===== config.mk =====
export PLATFORM = sky130hd
export DESIGN_NAME = mc_controller
export DESIGN_NICKNAME = d
export VERILOG_FILES = /design/src/rtl/mc_controller.sv
export SDC_FILE = /design/constraint.sdc
export NUM_CORES = 1
export LEC_CHECK = 0
export BUFFER_PORTS_ARGS = -buffer_cell sky130_fd_sc_hd__buf_2
export CELL_PAD_IN_SITES_DETAIL_PLACEMENT = 0
export CELL_PAD_IN_SITES_GLOBAL_PLACEMENT = 1
export CORE_MARGIN = 4
export CORE_UTILIZATION = 39
export DETAILED_ROUTE_END_ITERATION = 10
export PLACE_DENSITY_LB_ADDON = 0.08
export SYNTH_ARGS = -nofsm -noshare
export SYNTH_HDL_FRONTEND = slang
export SYNTH_SLANG_ARGS = --single-unit

===== constraint.sdc =====
create_clock -name clk -period 4.7 [get_ports clk]
set_clock_uncertainty 0.2 [all_clocks]
set_input_delay 0.235 -clock clk [delete_from_list [all_inputs] [get_ports clk]]
set_output_delay 0.235 -clock clk [all_outputs]
set_load 0.05 [all_outputs]

===== src/rtl/mc_controller.sv =====
// Multicycle MIPS control FSM: sequences datapath selects/enables, runs the memory
// request/ready handshake, reports retirement and illegal encodings.
//
// state  | meaning
// FETCH  | read instruction at pc, pc <= pc+4 when memory is ready
// DECODE | register read, branch target into ALUOut, dispatch on opcode
// MEMADR | lw/sw effective address
// MEMRD  | lw data read, wait for mem_ready
// MEMWB  | lw write-back to rt
// MEMWR  | sw data write, wait for mem_ready
// EXEC   | R-type ALU op from funct
// ALUWB  | R-type write-back to rd
// BRANCH | beq compare, pc <= ALUOut on Zero
// ADDIEX | addi ALU op
// ADDIWB | addi write-back to rt
// JUMP   | pc <= jump target
module mc_controller #(
    parameter int CNT_W = 32
) (
    input  logic             clk,
    input  logic             reset,
    input  logic [5:0]       opcode,
    input  logic [5:0]       funct,
    input  logic             Zero,
    input  logic             mem_ready,
    output logic             mem_req,
    output logic             MemWrite,
    output logic             IorD,
    output logic             IRWrite,
    output logic             PCEn,
    output logic [1:0]       PCSrc,
    output logic             ALUSrcA,
    output logic [1:0]       ALUSrcB,
    output logic [3:0]       ALUControl,
    output logic             RegDst,
    output logic             RegWrite,
    output logic             MemToReg,
    output logic             instr_done,
    output logic             illegal,
    output logic [CNT_W-1:0] retired
);

    typedef enum logic [3:0] {
        FETCH  = 4'd0,  DECODE = 4'd1,  MEMADR = 4'd2,  MEMRD  = 4'd3,
        MEMWB  = 4'd4,  MEMWR  = 4'd5,  EXEC   = 4'd6,  ALUWB  = 4'd7,
        BRANCH = 4'd8,  ADDIEX = 4'd9,  ADDIWB = 4'd10, JUMP   = 4'd11
    } state_t;

    localparam logic [5:0] OP_RTYPE = 6'b000000;
    localparam logic [5:0] OP_LW    = 6'b100011;
    localparam logic [5:0] OP_SW    = 6'b101011;
    localparam logic [5:0] OP_BEQ   = 6'b000100;
    localparam logic [5:0] OP_ADDI  = 6'b001000;
    localparam logic [5:0] OP_J     = 6'b000010;

    localparam logic [3:0] ALU_ADD = 4'b0010;
    localparam logic [3:0] ALU_SUB = 4'b0110;
    localparam logic [3:0] ALU_AND = 4'b0000;
    localparam logic [3:0] ALU_OR  = 4'b0001;
    localparam logic [3:0] ALU_SLT = 4'b0111;

    state_t     state, next_state;
    logic       funct_ok;
    logic [3:0] funct_alu;

    always_comb begin
        funct_ok  = 1'b1;
        funct_alu = ALU_ADD;
        case (funct)
            6'b100000: funct_alu = ALU_ADD;
            6'b100010: funct_alu = ALU_SUB;
            6'b100100: funct_alu = ALU_AND;
            6'b100101: funct_alu = ALU_OR;
            6'b101010: funct_alu = ALU_SLT;
            default:   funct_ok  = 1'b0;
        endcase
    end

    always_ff @(posedge clk) begin
        if (!reset) begin
            state   <= FETCH;
            retired <= '0;
        end else begin
            state <= next_state;
            if (instr_done) retired <= retired + CNT_W'(1);
        end
    end

    always_comb begin
        next_state = FETCH;
        case (state)
            FETCH:  next_state = mem_ready ? DECODE : FETCH;
            DECODE: begin
                case (opcode)
                    OP_LW, OP_SW: next_state = MEMADR;
                    OP_RTYPE:     next_state = EXEC;
                    OP_BEQ:       next_state = BRANCH;
                    OP_ADDI:      next_state = ADDIEX;
                    OP_J:         next_state = JUMP;
                    default:      next_state = FETCH;
                endcase
            end
            MEMADR: next_state = (opcode == OP_SW) ? MEMWR : MEMRD;
            MEMRD:  next_state = mem_ready ? MEMWB : MEMRD;
            MEMWR:  next_state = mem_ready ? FETCH : MEMWR;
            EXEC:   next_state = funct_ok ? ALUWB : FETCH;
            ADDIEX: next_state = ADDIWB;
            default: next_state = FETCH;
        endcase
    end

    always_comb begin
        mem_req    = 1'b0;
        MemWrite   = 1'b0;
        IorD       = 1'b0;
        IRWrite    = 1'b0;
        PCEn       = 1'b0;
        PCSrc      = 2'b00;
        ALUSrcA    = 1'b0;
        ALUSrcB    = 2'b00;
        ALUControl = 4'b0000;
        RegDst     = 1'b0;
        RegWrite   = 1'b0;
        MemToReg   = 1'b0;
        instr_done = 1'b0;
        illegal    = 1'b0;
        case (state)
            FETCH: begin
                mem_req    = 1'b1;
                ALUSrcB    = 2'b01;
                ALUControl = ALU_ADD;
                IRWrite    = mem_ready;
                PCEn       = mem_ready;
            end
            DECODE: begin
                ALUSrcB    = 2'b11;
                ALUControl = ALU_ADD;
                illegal    = !(opcode inside {OP_LW, OP_SW, OP_RTYPE, OP_BEQ, OP_ADDI, OP_J});
            end
            MEMADR, ADDIEX: begin
                ALUSrcA    = 1'b1;
                ALUSrcB    = 2'b10;
                ALUControl = ALU_ADD;
            end
            MEMRD: begin
                mem_req = 1'b1;
                IorD    = 1'b1;
            end
            MEMWB: begin
                MemToReg   = 1'b1;
                RegWrite   = 1'b1;
                instr_done = 1'b1;
            end
            MEMWR: begin
                mem_req    = 1'b1;
                IorD       = 1'b1;
                MemWrite   = 1'b1;
                instr_done = mem_ready;
            end
            EXEC: begin
                ALUSrcA    = 1'b1;
                ALUControl = funct_alu;
                illegal    = !funct_ok;
            end
            ALUWB: begin
                RegDst     = 1'b1;
                RegWrite   = 1'b1;
                instr_done = 1'b1;
            end
            BRANCH: begin
                ALUSrcA    = 1'b1;
                ALUControl = ALU_SUB;
                PCSrc      = 2'b01;
                PCEn       = Zero;
                instr_done = 1'b1;
            end
            ADDIWB: begin
                RegWrite   = 1'b1;
                instr_done = 1'b1;
            end
            JUMP: begin
                PCSrc      = 2'b10;
                PCEn       = 1'b1;
                instr_done = 1'b1;
            end
            default: ;
        endcase
        // Reset must abandon any in-flight access without a partial write.
        if (!reset) begin
            mem_req    = 1'b0;
            MemWrite   = 1'b0;
            IRWrite    = 1'b0;
            PCEn       = 1'b0;
            RegWrite   = 1'b0;
            instr_done = 1'b0;
            illegal    = 1'b0;
        end
    end

endmodule

==> summary.txt <==
Pwr
  – Worst vdd ir: about 0.00017 V
  – Leak pwr: ~1 nW
  – Pwr dens: 227 mW/mm2

Floorplan
  – Core ar.: about 0.0053 mm2
  – Die H: roughly 83 um
  – Top Ports: 67
  – Initial Utilization: 0.415
  – Cell row count: 26
  – Die width: 82.8 um
  – Die ar.: approximately 0.007 mm2

Logic synthesis
  – Register area share after synthesis: 0.330
  – Main synth FF type: dfxtp_1
  – Xor/xnor cell area share of the yosys netlist: 0.0722
  – Yosys cell types: 46
  – Main combinational cell family by area after synthesis: simple AND/OR/NAND/NOR gates
  – Synth Area per Inst: ~7.4 um2
  – Ys Warns: 0
  – Syn Inst Count: around 300
  – Syn Nets: around 310
  – Synth Area in Compound Gates: 0.162
  – Adder and majority gate portion of the synthesized area: 0.00573
  – Simple-gate share of the synthesized area: 0.363
  – Post-synth EDFFs: 0
  – Mux cell area share after synthesis: 0.00916
  – Seq cells post-synth: 36
  – Synthesized cell area: between 0.002 and 0.0025 mm2
  – Asr flop ratio synth: 0

Clock tree
  – Max Root-Sink Buffers: 2
  – Post-CTS resize count: 0
  – Clk slew on worst S/H paths: about 0.070 ns
  – Clk sinks: 36
  – CTS Buf Count: 5
  – CTS Hold Bufs: 0
  – CTS tree: yes
  – Max H-tree Level: 2
  – Post-CTS Setup Bufs: 0
  – Clock Tree Root: clkbuf_8
  – Clk_lat worst skew: 0.29 ns

STA
  – RSZ-0062 raised after global routing: no
  – Hold_ws: 0.128 ns
  – Final hold violation count: 0
  – Relative slew slack: 0.209
  – Final setup fails: 0
  – Sum Neg Setup Slack: 0 ns
  – Final period util: 0.619
  – Tmin final: between 2 and 3 ns
  – Slew @ Worst Pin: 1.17 ns
  – Highest Clock Rate: 0.344 GHz
  – Final slew viol count: 0

Routing
  – Via count: around 2,200
  – Antenna Nets Post-Route: 0
  – DR iter-0 viols: ~140
  – Total Wirelength: 5630 um
  – Pre-antenna DRT Iters: 4
  – Post-DR wirelength/cell: 13.4 um
  – # DRC: 0
  – Vias per Instance: roughly 5.3

Global route
  – Vias in the first global route: about 2,100
  – Grt met3 use: 0.0386
  – Met1 Resource Use GR: 0.233
  – GR peak layer: met2
  – Largest net degree at the start of global routing: 22
  – GR Overflow Total: 0
  – Initial antenna violation count: 0
  – Met2 usage: 0.254
  – Global-route wire length before repair: just under 10,000 um
  – Overall routing resource usage: 0.166

Worst hold path
  – Hold/Removal Path Class: in2reg
  – Hold depth: 3

Place
  – DP HPWL: roughly 4100 um
  – RePlAce Congestion: between 0.7 and 0.8
  – # port buffers: 65

Cells and area
  – Share of layout cells above drive strength 1: 0.220
  – Number of diodes: 0
  – Area delta synth->final: 20.0%
  – Final nets: around 370

Critical path
  – CP Launch Type: register
  – Endpoint type of the worst setup path: register
  – Critical path required time: ~4.7 ns
  – Path depth of the worst reg2reg path: 5
  – Crit-path max FO: 17
  – Arrival time worst endpoint: between 2 and 3 ns
  – CP Class: reg2reg

Flow run
  – Max Cap Viol: 0

Status
  – Status: complete, no violations
==> registers in the layout (all words and copies together), names as in the netlist <==
register / count
retired: 32
state: 4
==> placed cells by master (no fill, tap or decap), types with 2 or more instances in the layout <==
cell,netlist,final
buf_2,4,65
nor2_1,37,37
dfxtp_1,36,36
a21oi_1,25,25
nand2_1,19,19
or3_1,15,15
xnor2_1,14,14
o21ai_0,14,14
nor3_1,12,12
nor4_1,12,12
inv_1,11,11
nand3_1,10,10
nand2b_1,9,9
nand4_1,7,7
or4_1,7,7
clkbuf_8,0,6
nor2b_1,4,4
and4_1,4,4
xor2_1,4,4
a21o_1,3,3
a31oi_1,3,3
o31ai_1,3,3
and3_1,2,2
nor4b_1,2,2
mux2i_1,2,2
nor3b_1,2,2
buf_4,1,2
==> metal layers <==
| metal | up-vias | share of wire |
|---|---|---|
| li1 | 1166 | - |
| met1 | 978 | 0.49 |
| met2 | 64 | 0.43 |
| met3 | 7 | 0.061 |
| met4 | 0 | 0.011 |
| met5 | - | 0 |
==> synthesized netlist by cell type, types with 3 or more instances <==
| master | count | area (um2) |
|---|---|---|
| a21o_1 | 3 | 22.5 |
| a21oi_1 | 25 | 125 |
| clkbuf_1 | 14 | 52.6 |
| inv_1 | 11 | 41.3 |
| nand3_1 | 10 | 50.1 |
| xnor2_1 | 14 | 123 |
| xor2_1 | 4 | 35.0 |
| and4_1 | 4 | 35.0 |
| nor2_1 | 37 | 139 |
| nor4_1 | 12 | 75.1 |
| nor2b_1 | 4 | 25.0 |
| or3_1 | 15 | 93.8 |
| o31ai_1 | 3 | 22.5 |
| o21ai_0 | 14 | 70.1 |
| nand2_1 | 19 | 71.3 |
| dfxtp_1 | 36 | 721 |
| nand2b_1 | 9 | 56.3 |
| a31oi_1 | 3 | 18.8 |
| nand4_1 | 7 | 43.8 |
| buf_2 | 4 | 20.0 |
| or4_1 | 7 | 52.6 |
| nor3_1 | 12 | 60.1 |
==> power by group <==
part | internal (mW) | leakage, nW | total [mW] | switching, mW
sequential | 0.306 | 0.290 | 0.308 | 0.00280
clock | 0.119 | 0.0445 | 0.232 | 0.113
combinational | 0.0168 | 0.662 | 0.0556 | 0.0388
==> critical path: stages, from the launching register on <==
cell and delay (ns):
dfxtp_1 0.67, nand2b_1 0.37, o211ai_1 0.31, or4_1 0.70, or4_1 0.43, a21oi_1 0.16
==> cell type report <==
type | count | area [um2]
timing repair buffer | 67 | 340
tap | 70 | 87.6
clock inverter | 1 | 7.51
multi-input combinational | 228 | 1340
sequential | 36 | 721
inverter | 11 | 41.3
clock buffer | 7 | 86.3
fill | 571 | 2650
==> kinds of logic after synthesis <==
family / count (synthesis)
buf+inv: 31
mux: 2
xor+xnor: 18
flops: 36
fa+ha+maj: 1
compound gates: 59
other cells: 1
simple gates: 147
==> stage by stage <==
step | total power, mW | util | worst slack [ns] | std cells | area, um2
2_1_floorplan | 0.354 | - | 1.00 | 295 | 2180
3_3_place_gp | 0.371 | 0.480 | 1.89 | 412 | 2530
3_5_place_dp | 0.371 | 0.480 | 1.78 | 412 | 2530
4_1_cts | 0.605 | 0.498 | 1.77 | 420 | 2620
5_1_grt | 0.621 | 0.498 | 1.54 | 420 | 2620
6_report | 0.596 | 0.498 | 1.79 | 420 | 2620
==> worst paths after layout <==
check	slack, ns	to	from
worst max-delay path	1.79	retired[28]$_SDFFE_PN0P_	state[1]$_SDFF_PN0_
worst min-delay path	0.13	state[0]$_SDFF_PN0_	reset
worst max register to register	1.79	retired[28]$_SDFFE_PN0P_	state[1]$_SDFF_PN0_
worst min register to register	0.30	retired[28]$_SDFFE_PN0P_	retired[28]$_SDFFE_PN0P_
Power figures use the tool's default switching activity.
